### config.mk
export PLATFORM = sky130hd
export DESIGN_NAME = servo_waypoint_sequencer
export DESIGN_NICKNAME = d
export VERILOG_FILES = /design/src/rtl/servo_waypoint_sequencer.sv
export SDC_FILE = /design/constraint.sdc
export NUM_CORES = 1
export LEC_CHECK = 0
export ABC_AREA = 1
export CAP_MARGIN = 20
export CORE_MARGIN = 2
export CORE_UTILIZATION = 55
export CTS_CLUSTER_SIZE = 25
export DETAILED_ROUTE_END_ITERATION = 8
export GPL_ROUTABILITY_DRIVEN = 0
export PLACE_DENSITY = 0.88
export SYNTH_ARGS = -nofsm -noshare
export SYNTH_HDL_FRONTEND = slang
export SYNTH_SLANG_ARGS = --single-unit
### constraint.sdc
create_clock -name clk -period 4.1 [get_ports clk]
set_input_delay 0.615 -clock clk [delete_from_list [all_inputs] [get_ports clk]]
set_output_delay 0.615 -clock clk [all_outputs]
set_load 0.02 [all_outputs]
### src/rtl/servo_waypoint_sequencer.sv
// Waypoint sequencer for the servo controller: queues target angles and walks the
// controller through them, detecting arrival (settle window), dwell and move timeout.
module servo_waypoint_sequencer #(
   parameter int DEPTH   = 4,
   parameter int TOL     = 2,
   parameter int SETTLE  = 16,
   parameter int TIMEOUT = 2**24-1
) (
   input  logic                     clk,
   input  logic                     reset,
   input  logic                     wp_valid,
   output logic                     wp_ready,
   input  logic [11:0]              wp_angle,
   input  logic [1:0]               wp_mode,
   input  logic [7:0]               wp_period,
   input  logic [15:0]              wp_dwell,
   input  logic                     start,
   input  logic                     abort,
   input  logic [31:0]              status_reg,
   output logic [31:0]              ctrl_reg,
   output logic                     busy,
   output logic                     done,
   output logic                     error,
   output logic [$clog2(DEPTH):0]   fifo_count
);

   localparam int AW = $clog2(DEPTH);
   localparam int CW = AW + 1;
   localparam int SW = $clog2(SETTLE + 1);
   localparam int TW = $clog2(TIMEOUT + 1);
   localparam int EW = 12 + 2 + 8 + 16;

   typedef enum logic [1:0] {S_IDLE, S_LOAD, S_MOVE, S_DWELL} state_t;

   state_t          state, state_nxt;
   logic [EW-1:0]   fifo_mem [DEPTH];
   logic [AW-1:0]   wr_ptr, rd_ptr;
   logic            push, pop, flush;
   logic [11:0]     head_angle;
   logic [1:0]      head_mode;
   logic [7:0]      head_period;
   logic [15:0]     head_dwell;
   logic [11:0]     tgt_angle, src_angle;
   logic [1:0]      tgt_mode, src_mode;
   logic [7:0]      tgt_period, src_period;
   logic [15:0]     tgt_dwell;
   logic            toggle, cmd_lo, src_cmd_lo;
   logic [SW-1:0]   settle_cnt, settle_nxt;
   logic [TW-1:0]   tmo_cnt, tmo_nxt;
   logic [15:0]     dwell_cnt, dwell_nxt;
   logic            in_win, done_nxt, err_nxt;
   logic [31:0]     ctrl_nxt;
   logic            unused_status_bits;

   function automatic logic [11:0] sat_angle(input logic [11:0] a);
      return (a > 12'd1005) ? 12'd1005 : a;
   endfunction

   // Shortest distance on the 0..1005 circle.
   function automatic logic [11:0] circ_dist(input logic [11:0] cur, input logic [11:0] tgt);
      logic [11:0] d;
      d = (cur >= tgt) ? cur - tgt : tgt - cur;
      if (d > 12'd503)
         d = 12'd1006 - d;
      return d;
   endfunction

   assign unused_status_bits = ^status_reg[31:12];
   assign wp_ready = (fifo_count < CW'(DEPTH)) && !abort;
   assign push     = wp_valid && wp_ready;
   assign {head_angle, head_mode, head_period, head_dwell} = fifo_mem[rd_ptr];
   assign in_win   = circ_dist(status_reg[11:0], tgt_angle) <= 12'(TOL);

   always_ff @(posedge clk) begin
      if (reset)
         state <= S_IDLE;
      else
         state <= state_nxt;
   end

   always_comb begin
      state_nxt  = state;
      done_nxt   = 1'b0;
      err_nxt    = 1'b0;
      flush      = 1'b0;
      pop        = 1'b0;
      settle_nxt = settle_cnt;
      tmo_nxt    = tmo_cnt;
      dwell_nxt  = dwell_cnt;
      case (state)
         S_IDLE: begin
            if (start && fifo_count != '0)
               state_nxt = S_LOAD;
         end
         S_LOAD: begin
            pop        = 1'b1;
            settle_nxt = '0;
            tmo_nxt    = '0;
            dwell_nxt  = '0;
            state_nxt  = S_MOVE;
         end
         S_MOVE: begin
            tmo_nxt    = tmo_cnt + TW'(1);
            settle_nxt = in_win ? settle_cnt + SW'(1) : '0;
            // Arrival is checked first so it wins a tie with the timeout.
            if (in_win && settle_cnt == SW'(SETTLE - 1)) begin
               dwell_nxt = '0;
               state_nxt = S_DWELL;
            end else if (tmo_cnt == TW'(TIMEOUT - 1)) begin
               err_nxt   = 1'b1;
               flush     = 1'b1;
               state_nxt = S_IDLE;
            end
         end
         S_DWELL: begin
            if (dwell_cnt == tgt_dwell) begin
               if (fifo_count != '0) begin
                  state_nxt = S_LOAD;
               end else begin
                  done_nxt  = 1'b1;
                  state_nxt = S_IDLE;
               end
            end else begin
               dwell_nxt = dwell_cnt + 16'd1;
            end
         end
         default: state_nxt = S_IDLE;
      endcase
      if (abort) begin
         state_nxt = S_IDLE;
         done_nxt  = 1'b0;
         err_nxt   = 1'b0;
         flush     = 1'b1;
         pop       = 1'b0;
      end

      src_angle  = pop ? head_angle  : tgt_angle;
      src_mode   = pop ? head_mode   : tgt_mode;
      src_period = pop ? head_period : tgt_period;
      src_cmd_lo = pop ? toggle      : cmd_lo;
      // LOAD keeps the previous word so the controller never sees a power-off glitch.
      case (state_nxt)
         S_IDLE:  ctrl_nxt = {20'd0, src_angle};
         S_LOAD:  ctrl_nxt = ctrl_reg;
         default: ctrl_nxt = {1'b1, 1'b1, src_cmd_lo, src_mode, 7'd0, src_period, src_angle};
      endcase
   end

   always_ff @(posedge clk) begin
      if (reset) begin
         ctrl_reg   <= '0;
         busy       <= 1'b0;
         done       <= 1'b0;
         error      <= 1'b0;
         settle_cnt <= '0;
         tmo_cnt    <= '0;
         dwell_cnt  <= '0;
         tgt_angle  <= '0;
         tgt_mode   <= '0;
         tgt_period <= '0;
         tgt_dwell  <= '0;
         toggle     <= 1'b0;
         cmd_lo     <= 1'b0;
      end else begin
         ctrl_reg   <= ctrl_nxt;
         busy       <= (state_nxt != S_IDLE);
         done       <= done_nxt;
         error      <= err_nxt;
         settle_cnt <= settle_nxt;
         tmo_cnt    <= tmo_nxt;
         dwell_cnt  <= dwell_nxt;
         if (pop) begin
            tgt_angle  <= head_angle;
            tgt_mode   <= head_mode;
            tgt_period <= head_period;
            tgt_dwell  <= head_dwell;
            cmd_lo     <= toggle;
            toggle     <= ~toggle;
         end
      end
   end

   always_ff @(posedge clk) begin
      if (reset || flush) begin
         wr_ptr     <= '0;
         rd_ptr     <= '0;
         fifo_count <= '0;
      end else begin
         if (push)
            wr_ptr <= wr_ptr + AW'(1);
         if (pop)
            rd_ptr <= rd_ptr + AW'(1);
         case ({push, pop})
            2'b10:   fifo_count <= fifo_count + CW'(1);
            2'b01:   fifo_count <= fifo_count - CW'(1);
            default: fifo_count <= fifo_count;
         endcase
      end
   end

   always_ff @(posedge clk) begin
      if (push)
         fifo_mem[wr_ptr] <= {sat_angle(wp_angle), wp_mode, wp_period, wp_dwell};
   end

endmodule

==> results of run 1 <==
==> timing repair <==
action	in CTS	in global routing
buffers inserted	0	1
hold endpoints to repair	0	0
endpoints found under the setup margin	0	49
gates resized for setup	0	13
==> logic make-up after synthesis <==
group / after synthesis
and+or+nand+nor: 716
buffers and inverters: 291
DFF: 275
AOI/OAI and AO/OA: 234
adders and majority gates: 42
xor gates and xnor gates: 25
muxes: 10
other: 1
==> power by group through the flow <==
stage               registers [W]  logic, W  clock network, W
finish                    0.00297  0.000748           0.00250
global route              0.00298  0.000821           0.00263
CTS                       0.00297  0.000719           0.00251
detailed placement        0.00303  0.000710                 0
global placement          0.00303  0.000685                 0
floorplan                 0.00304  0.000430                 0
==> worst min-delay path, stage by stage, from the launching register on <==
cell	delay (ns)
dfxtp_1	0.31
inv_1	0.04
a211oi_1	0.06
==> metal layers <==
layer / track usage, % / vias to the layer above / share of wire, % / routed length (um)
met1: 31.7 / 5413 / 40 / 13400
met4: 10.9 / 0 / 3.9 / 1290
met5: 0 / - / 0 / 0
met2: 42.9 / 525 / 48 / 16200
met3: 3.06 / 114 / 7.3 / 2440
li1: - / 5539 / - / -
==> cell type report <==
class,instances,area (um2),share of cell area [%]
multi-input combinational,1042,5530,34.0
clock inverter,12,125,0.768
tap,324,405,2.49
clock buffer,38,777,4.77
timing repair buffer,167,1570,9.63
inverter,227,852,5.23
sequential,275,7030,43.2
==> cells in the final DEF (no fill, tap or decap), types with 7 or more instances in the layout <==
| cell | instances |
|---|---|
| inv_1 | 215 |
| edfxtp_1 | 152 |
| conb_1 | 15 |
| nand2_1 | 325 |
| mux2i_1 | 10 |
| clkdlybuf4s50_1 | 83 |
| o21ai_1 | 11 |
| nand3_1 | 74 |
| inv_2 | 8 |
| nor4_1 | 10 |
| buf_4 | 72 |
| a21oi_1 | 68 |
| nand2_2 | 19 |
| nor2_1 | 200 |
| ha_1 | 37 |
| o221ai_1 | 10 |
| clkbuf_16 | 28 |
| a211oi_1 | 7 |
| nor2_4 | 11 |
| xnor2_1 | 10 |
| nand4_1 | 26 |
| nor3_1 | 21 |
| o21ai_0 | 89 |
| o32ai_1 | 28 |
| dfxtp_1 | 121 |
| xor2_1 | 15 |
==> worst max-delay path by stage <==
| stage | startpoint | end | slack [ns] | depth (start not counted) |
|---|---|---|---|---|
| 3_3_place_gp | status_reg[0] | ctrl_reg[13] | -0.26 | 29 |
| 5_1_grt | status_reg[9] | ctrl_reg[3] | -0.05 | 29 |
| 4_1_cts | status_reg[0] | ctrl_reg[19] | 0.14 | 29 |
| 2_1_floorplan | status_reg[0] | ctrl_reg[4] | 0.34 | 29 |
| 6_report | status_reg[7] | ctrl_reg[4] | 0.25 | 28 |
| 3_5_place_dp | status_reg[0] | ctrl_reg[13] | -0.38 | 29 |
==> per-stage QoR <==
step	worst slack [ns]	cell area (um2)
global route	-0.0480	16300
finish	0.251	16300
global placement	-0.262	15300
floorplan	0.338	13700
CTS	0.137	16200
detailed placement	-0.384	15300
==> qor.csv, run 1 <==
metric,value,unit
async_flop_share,0,%
crit_path_max_incr_delay,0.51,ns
slowest_stage,clkdlybuf4s50_1,
die_w,161,um
ys_seq_elements,275,
synthMuxAreaShare,0.734,%
setup_violations,0,
synthAdderAreaFrac,4.02,%
placed_cells,2032,
whs,0.466,ns
dieArea,0.0261,mm2
cts_tree,yes,
grt_max_degree,77,
synth_top_family_by_area,simple AND/OR/NAND/NOR gates,
period_minus_slack,3.85,ns
clock_latency,0.54,ns
yosys_warnings,0,
endpoint_kind,register,
netlist_instances,1594,
cts_inserted_buffers,27,
initial_core_util,56.0,%
drt_iter0_drc,1098,
root_buffer,clkbuf_16,
fillers,1712,
r2r_cells,29,
first_pass_iters,5,
fmax,260,MHz
ys_types,57,
status,finished clean,
synth_top_area_share,33.5,%
reg2reg_to,ctrl_reg[4],
rows,57,
fin_tns_setup,0,ns
clk_pin_slew,0.06,ns
p_int,0.00472,W
drc_errors,0,
path_delay_family,simple AND/OR/NAND/NOR gates,
r2r_slack,0.49,ns
yosys.area.top_type,edfxtp_1,
syn_area_per_cell,8.55,um2
path_class,in -> reg,
drv_cap,0,
synth-edff-count,152,
grt_use_total,24.9,%
hold_path_class,reg -> reg,
arrival,4.26,ns
grt_pass1_wl,53400,um
finalMaxSlewViolations,0,
vias_per_cell,5.56,
fp.dieH,161,um
largest_reg_flops,152,
drt-total-wl,33300,um
ioPinCount,114,
pwr-share-seq,47.8,%
clock_power_share,40.1,%
worst_setup_path_start_kind,primary input,
synth_simple_gate_area_share,23.0,%
insertedDiodeCount,0,
via_count,11600,
p_per_area,382,mW/mm2
switching_share,24.2,%
area_growth_syn_to_layout,19.5,%
relSlewSlack,43.7,%
coreArea,0.0243,mm2
yosysSeqAreaShare,51.6,%
layout-drive-gt1-share,11.1,%
final_cells,2085,
clock_sinks,275,
p_comb_share,12.0,%
timing_worst_slew_pin_value,0.837,ns
place_hpwl,21600,um
cp_common_cell,nand2_1,
nets,1857,
p_leak,6.53,nW
clk_path_buf_depth,3,
hold_buffers,0,
max-vdd-ir-drop,366,uV
crit_required,4.51,ns
yosys.cell_count.top_type,nand2_1,
grt_pass1_vias,11400,
ant_nets,0,
p_switching,0.00150,W
final_core_util,67.0,%
synth_compound_gate_area_share,10.3,%
fin_crit_sh,93.9,%
synth.cell_area,0.0136,mm2
skew,0.0217,ns
finalHoldViolCount,0,
port_buffers,86,
synthTopCellsByCount,"nand2_1, inv_1, nor2_1",
wl_per_cell,16.0,um
whs_endpoint,tmo_cnt[21],
holdPathStages,2,
antenna_found_initial,0,
synth_xor_area_share,1.61,%
synth.area.top_cells,"edfxtp_1, dfxtp_1, nand2_1, inv_1, nor2_1",
critPathMaxFanout,13,
critPathBufInv,7,
power,0.00622,W
ys.flop_type,edfxtp_1,
min-delay-start,tmo_cnt[21],
ctsHtreeMaxLevel,1,
r2r_start,tgt_angle[0],
grt_overflow,0,
No activity file was read; power rests on OpenSTA's default activity.
==> inputs of run 2 (changes only) <==
- CAP_MARGIN: 20 -> default
- SLEW_MARGIN: default -> 40
==> run 2 against run 1 <==
Against the previous run: combinational power about the same; sequential share of layout area about the same; worst setup slack improved by 0.012 ns; power shrank 0.22%; count of clock-buffer cells in the layout unchanged; largest power group unchanged.
==> qor.csv, run 2 (same netlist as run 1, synthesis figures left out) <==
metric,value,unit
grt_overflow,0,
dieArea,0.0261,mm2
arrival,4.26,ns
root_buffer,clkbuf_16,
finalHoldViolCount,0,
hold_buffers,0,
nets,1859,
p_per_area,381,mW/mm2
vias_per_cell,5.55,
crit_path_max_incr_delay,0.50,ns
ant_nets,0,
endpoint_kind,register,
p_comb_share,12.0,%
area_growth_syn_to_layout,19.6,%
grt_pass1_vias,11400,
port_buffers,86,
ioPinCount,114,
layout-drive-gt1-share,11.2,%
final_cell_mix,"nand2_1, inv_1, nor2_1",
relSlewSlack,46.9,%
grt_use_total,24.9,%
crit_required,4.52,ns
via_count,11600,
first_pass_iters,6,
initial_core_util,56.0,%
clock_latency,0.54,ns
antenna_found_initial,0,
wl_per_cell,16.0,um
period_minus_slack,3.84,ns
skew,0.0231,ns
critPathMaxFanout,13,
die_w,161,um
place_hpwl,21600,um
switching_share,24.0,%
r2r_start,tgt_angle[0],
p_int,0.00471,W
largest_reg_flops,152,
path_class,in -> reg,
p_switching,0.00149,W
setup_violations,0,
clock_power_share,40.0,%
drv_cap,0,
preCtsSetupSlack,-0.384,ns
cp-startpoint,status_reg[7],
cts_tree,yes,
drt_iter0_drc,1060,
slowest_stage,clkdlybuf4s50_1,
clk_path_buf_depth,3,
finalMaxSlewViolations,0,
fin_area,0.0163,mm2
hold_path_class,reg -> reg,
worst_setup_path_start_kind,primary input,
fp.dieH,161,um
max-vdd-ir-drop,367,uV
grt_pass1_wl,53400,um
rows,57,
insertedDiodeCount,0,
drt-total-wl,33400,um
status,finished clean,
p_leak,6.54,nW
clock_sinks,275,
drc_errors,0,
final_cells,2087,
timing_worst_slew_pin_value,0.796,ns
fmax,261,MHz
grt_max_degree,77,
coreArea,0.0243,mm2
clk_pin_slew,0.06,ns
min-delay-start,tmo_cnt[21],
cp_common_cell,nand2_1,
ctsHtreeMaxLevel,1,
final.setup.worst_slack,0.263,ns
whs,0.465,ns
fillers,1700,
fin_tns_setup,0,ns
pwr-share-seq,47.9,%
placed_cells,2032,
fin_crit_sh,93.6,%
place_area,0.0153,mm2
cts_inserted_buffers,27,
final_common_cell,nand2_1,
==> run 2: routing by layer <==
metal	track usage, %	wire [um]	up-vias
met5	0	0	-
met4	10.9	1220	0
met3	3.06	2490	108
met2	42.9	16400	538
met1	31.7	13300	5405
li1	-	-	5541
==> run 2: worst max-delay path: cells and delay by family <==
family	cells	cell delay, ns
AND/OR/NAND/NOR	18	1.78
buffers and inverters	7	1.21
adder cells (fa/ha/maj)	1	0.39
AO/OA/AOI/OAI	2	0.23
==> run 2: path summary, 6_finish.rpt <==
check                                    end  slack, ns  cells past startpoint
worst max-delay path            ctrl_reg[11]       0.26                     28
worst max register to register  ctrl_reg[11]       0.48                     29
worst min-delay path             tmo_cnt[21]       0.46                      2
worst min register to register   tmo_cnt[21]       0.46                      2
==> run 2: area by class of cell <==
type                       instances  area (um2)  area share (%)
clock buffer                      38         777            4.76
clock inverter                    12         125           0.767
inverter                         227         852            5.22
multi-input combinational       1042        5540            33.9
sequential                       275        7030            43.1
tap                              324         405            2.49
timing repair buffer             169        1580            9.71
==> run 2: timing repair <==
| item | 4_1_cts | 5_1_grt |
|---|---|---|
| hold endpoints to repair | 0 | 0 |
| gates resized for setup | 0 | 12 |
| endpoints found under the setup margin | 0 | 49 |
| setup buffers | 0 | 2 |
==> run 2: through the flow <==
stage	total power, W	utilization [%]
after floorplan	0.00347	-
after global placement	0.00372	62.9
after detailed placement	0.00374	62.9
after CTS	0.00621	66.6
after global routing	0.00642	67.1
final	0.00621	67.1
==> run 2: power groups by stage <==
stage / Clock (W) / Sequential [W] / Combinational [W]
after floorplan: 0 / 0.00304 / 0.000430
after global placement: 0 / 0.00303 / 0.000685
after detailed placement: 0 / 0.00303 / 0.000710
after CTS: 0.00251 / 0.00297 / 0.000719
after global routing: 0.00263 / 0.00298 / 0.000820
final: 0.00248 / 0.00298 / 0.000746
==> inputs of run 3 (changes only) <==
- CELL_PAD_IN_SITES_DETAIL_PLACEMENT: default -> 0
- CELL_PAD_IN_SITES_GLOBAL_PLACEMENT: default -> 1
- CORE_UTILIZATION: 55 -> 44
- PLACE_DENSITY: 0.88 -> default
- PLACE_DENSITY_LB_ADDON: default -> 0.3
==> run 3 against run 2 <==
Against the previous run: final cell count rose by 4.3%; global-route usage down 5.3 points; fmax up 0.52%; count of clock-buffer cells in the layout rose by 6; die area is 24% higher; first-iteration DRC count is 37% lower; sequential power about the same; power increased by 5.2%; clock power rose by 14%; largest cell class unchanged.
==> qor.csv, run 3 (same netlist as run 1, synthesis figures left out) <==
metric,value,unit
antenna_found_initial,0,
clk_path_buf_depth,3,
wl_per_cell,14.8,um
crit_path_max_incr_delay,0.52,ns
setup_violations,0,
fin_area,0.0167,mm2
worst_setup_path_start_kind,primary input,
endpoint_kind,register,
port_buffers,86,
path_class,in -> reg,
insertedDiodeCount,0,
fillers,2788,
cts_inserted_buffers,30,
final_common_cell,nand2_1,
die_w,180,um
final_core_util,54.6,%
coreArea,0.0305,mm2
place_hpwl,21900,um
p_leak,6.65,nW
seq_area,0.00703,mm2
nets,1874,
grt_pass1_wl,51900,um
cts_tree,yes,
status,finished clean,
drt_iter0_drc,668,
fmax,262,MHz
grt_overflow,0,
ant_nets,0,
critPathMaxFanout,12,
via_count,10800,
clock_latency,0.59,ns
skew,0.0416,ns
layout-drive-gt1-share,12.2,%
clock_sinks,275,
drc_errors,0,
vias_per_cell,4.97,
arrival,4.30,ns
multi_input_comb_area,0.00555,mm2
dieArea,0.0324,mm2
crit_required,4.58,ns
fin_crit_sh,93.1,%
p_per_area,392,mW/mm2
final_cell_mix,"nand2_1, inv_1, nor2_1",
relSlewSlack,44.7,%
hold_buffers,0,
initial_core_util,44.7,%
largest_reg_flops,152,
finalMaxSlewViolations,0,
slowest_stage,clkdlybuf4s50_1,
timing_worst_slew_pin_value,0.821,ns
fp.dieH,180,um
power,0.00653,W
period_minus_slack,3.82,ns
finalHoldViolCount,0,
cp_common_cell,nand2_1,
hold_path_class,reg -> reg,
rows,64,
area_growth_syn_to_layout,22.2,%
grt_use_total,19.6,%
first_pass_iters,5,
place_area,0.0154,mm2
grt_max_degree,77,
clk_pin_slew,0.06,ns
max-vdd-ir-drop,304,uV
grt_pass1_vias,10100,
drt-total-wl,32300,um
ctsHtreeMaxLevel,1,
drv_cap,0,
root_buffer,clkbuf_16,
ioPinCount,114,
==> run 3: cell type report <==
class | instances | area share (%)
tap | 396 | 2.97
clock buffer | 44 | 5.33
sequential | 275 | 42.2
timing repair buffer | 181 | 10.1
clock inverter | 12 | 1.01
multi-input combinational | 1042 | 33.3
inverter | 227 | 5.12
==> run 3: power breakdown <==
| part | switching (W) | leakage [nW] | internal [W] | total (W) |
|---|---|---|---|---|
| combinational | 0.000424 | 3.77 | 0.000314 | 0.000739 |
| clock | 0.00112 | 0.508 | 0.00170 | 0.00282 |
| sequential | 0.0000210 | 2.37 | 0.00295 | 0.00297 |
==> run 3: per-layer routing <==
layer / up-vias / wire, um / global-route usage [%]
met3: 43 / 1330 / 2.74
met1: 4997 / 15800 / 27.8
met2: 198 / 14400 / 31.8
li1: 5575 / - / -
met5: - / 0 / 0
met4: 0 / 677 / 4.72
==> run 3: repair_timing <==
action,in CTS,in global routing
gates resized for setup,0,17
buffers inserted,0,5
endpoints found under the setup margin,0,53
==> run 3: path summary, 6_finish.rpt <==
check	startpoint	to	slack (ns)	depth (start not counted)
worst max-delay path	status_reg[3]	ctrl_reg[9]	0.28	30
worst min-delay path	toggle	toggle	0.46	2
worst max register to register	tgt_angle[0]	ctrl_reg[9]	0.43	28
worst min register to register	toggle	toggle	0.46	2
==> run 3: metrics by stage <==
stage / instances / worst slack, ns / hold WS, ns / TNS [ns]
CTS: 2170 / 0.0787 / 0.465 / 0
floorplan: 1608 / 0.338 / 0.438 / 0
global placement: 2114 / -0.380 / 0.450 / -15.69
detailed placement: 2114 / -0.485 / 0.456 / -21.28
finish: 2177 / 0.283 / 0.465 / 0
global route: 2177 / -0.0233 / 0.488 / -0.0383
==> run 3: worst max-delay path: cells and delay by family <==
kind                       cells  cell delay (ns)
AOI/OAI and AO/OA              2             0.28
adders and majority gates      2             0.57
and+or+nand+nor               20             1.75
buffers and inverters          6             1.05
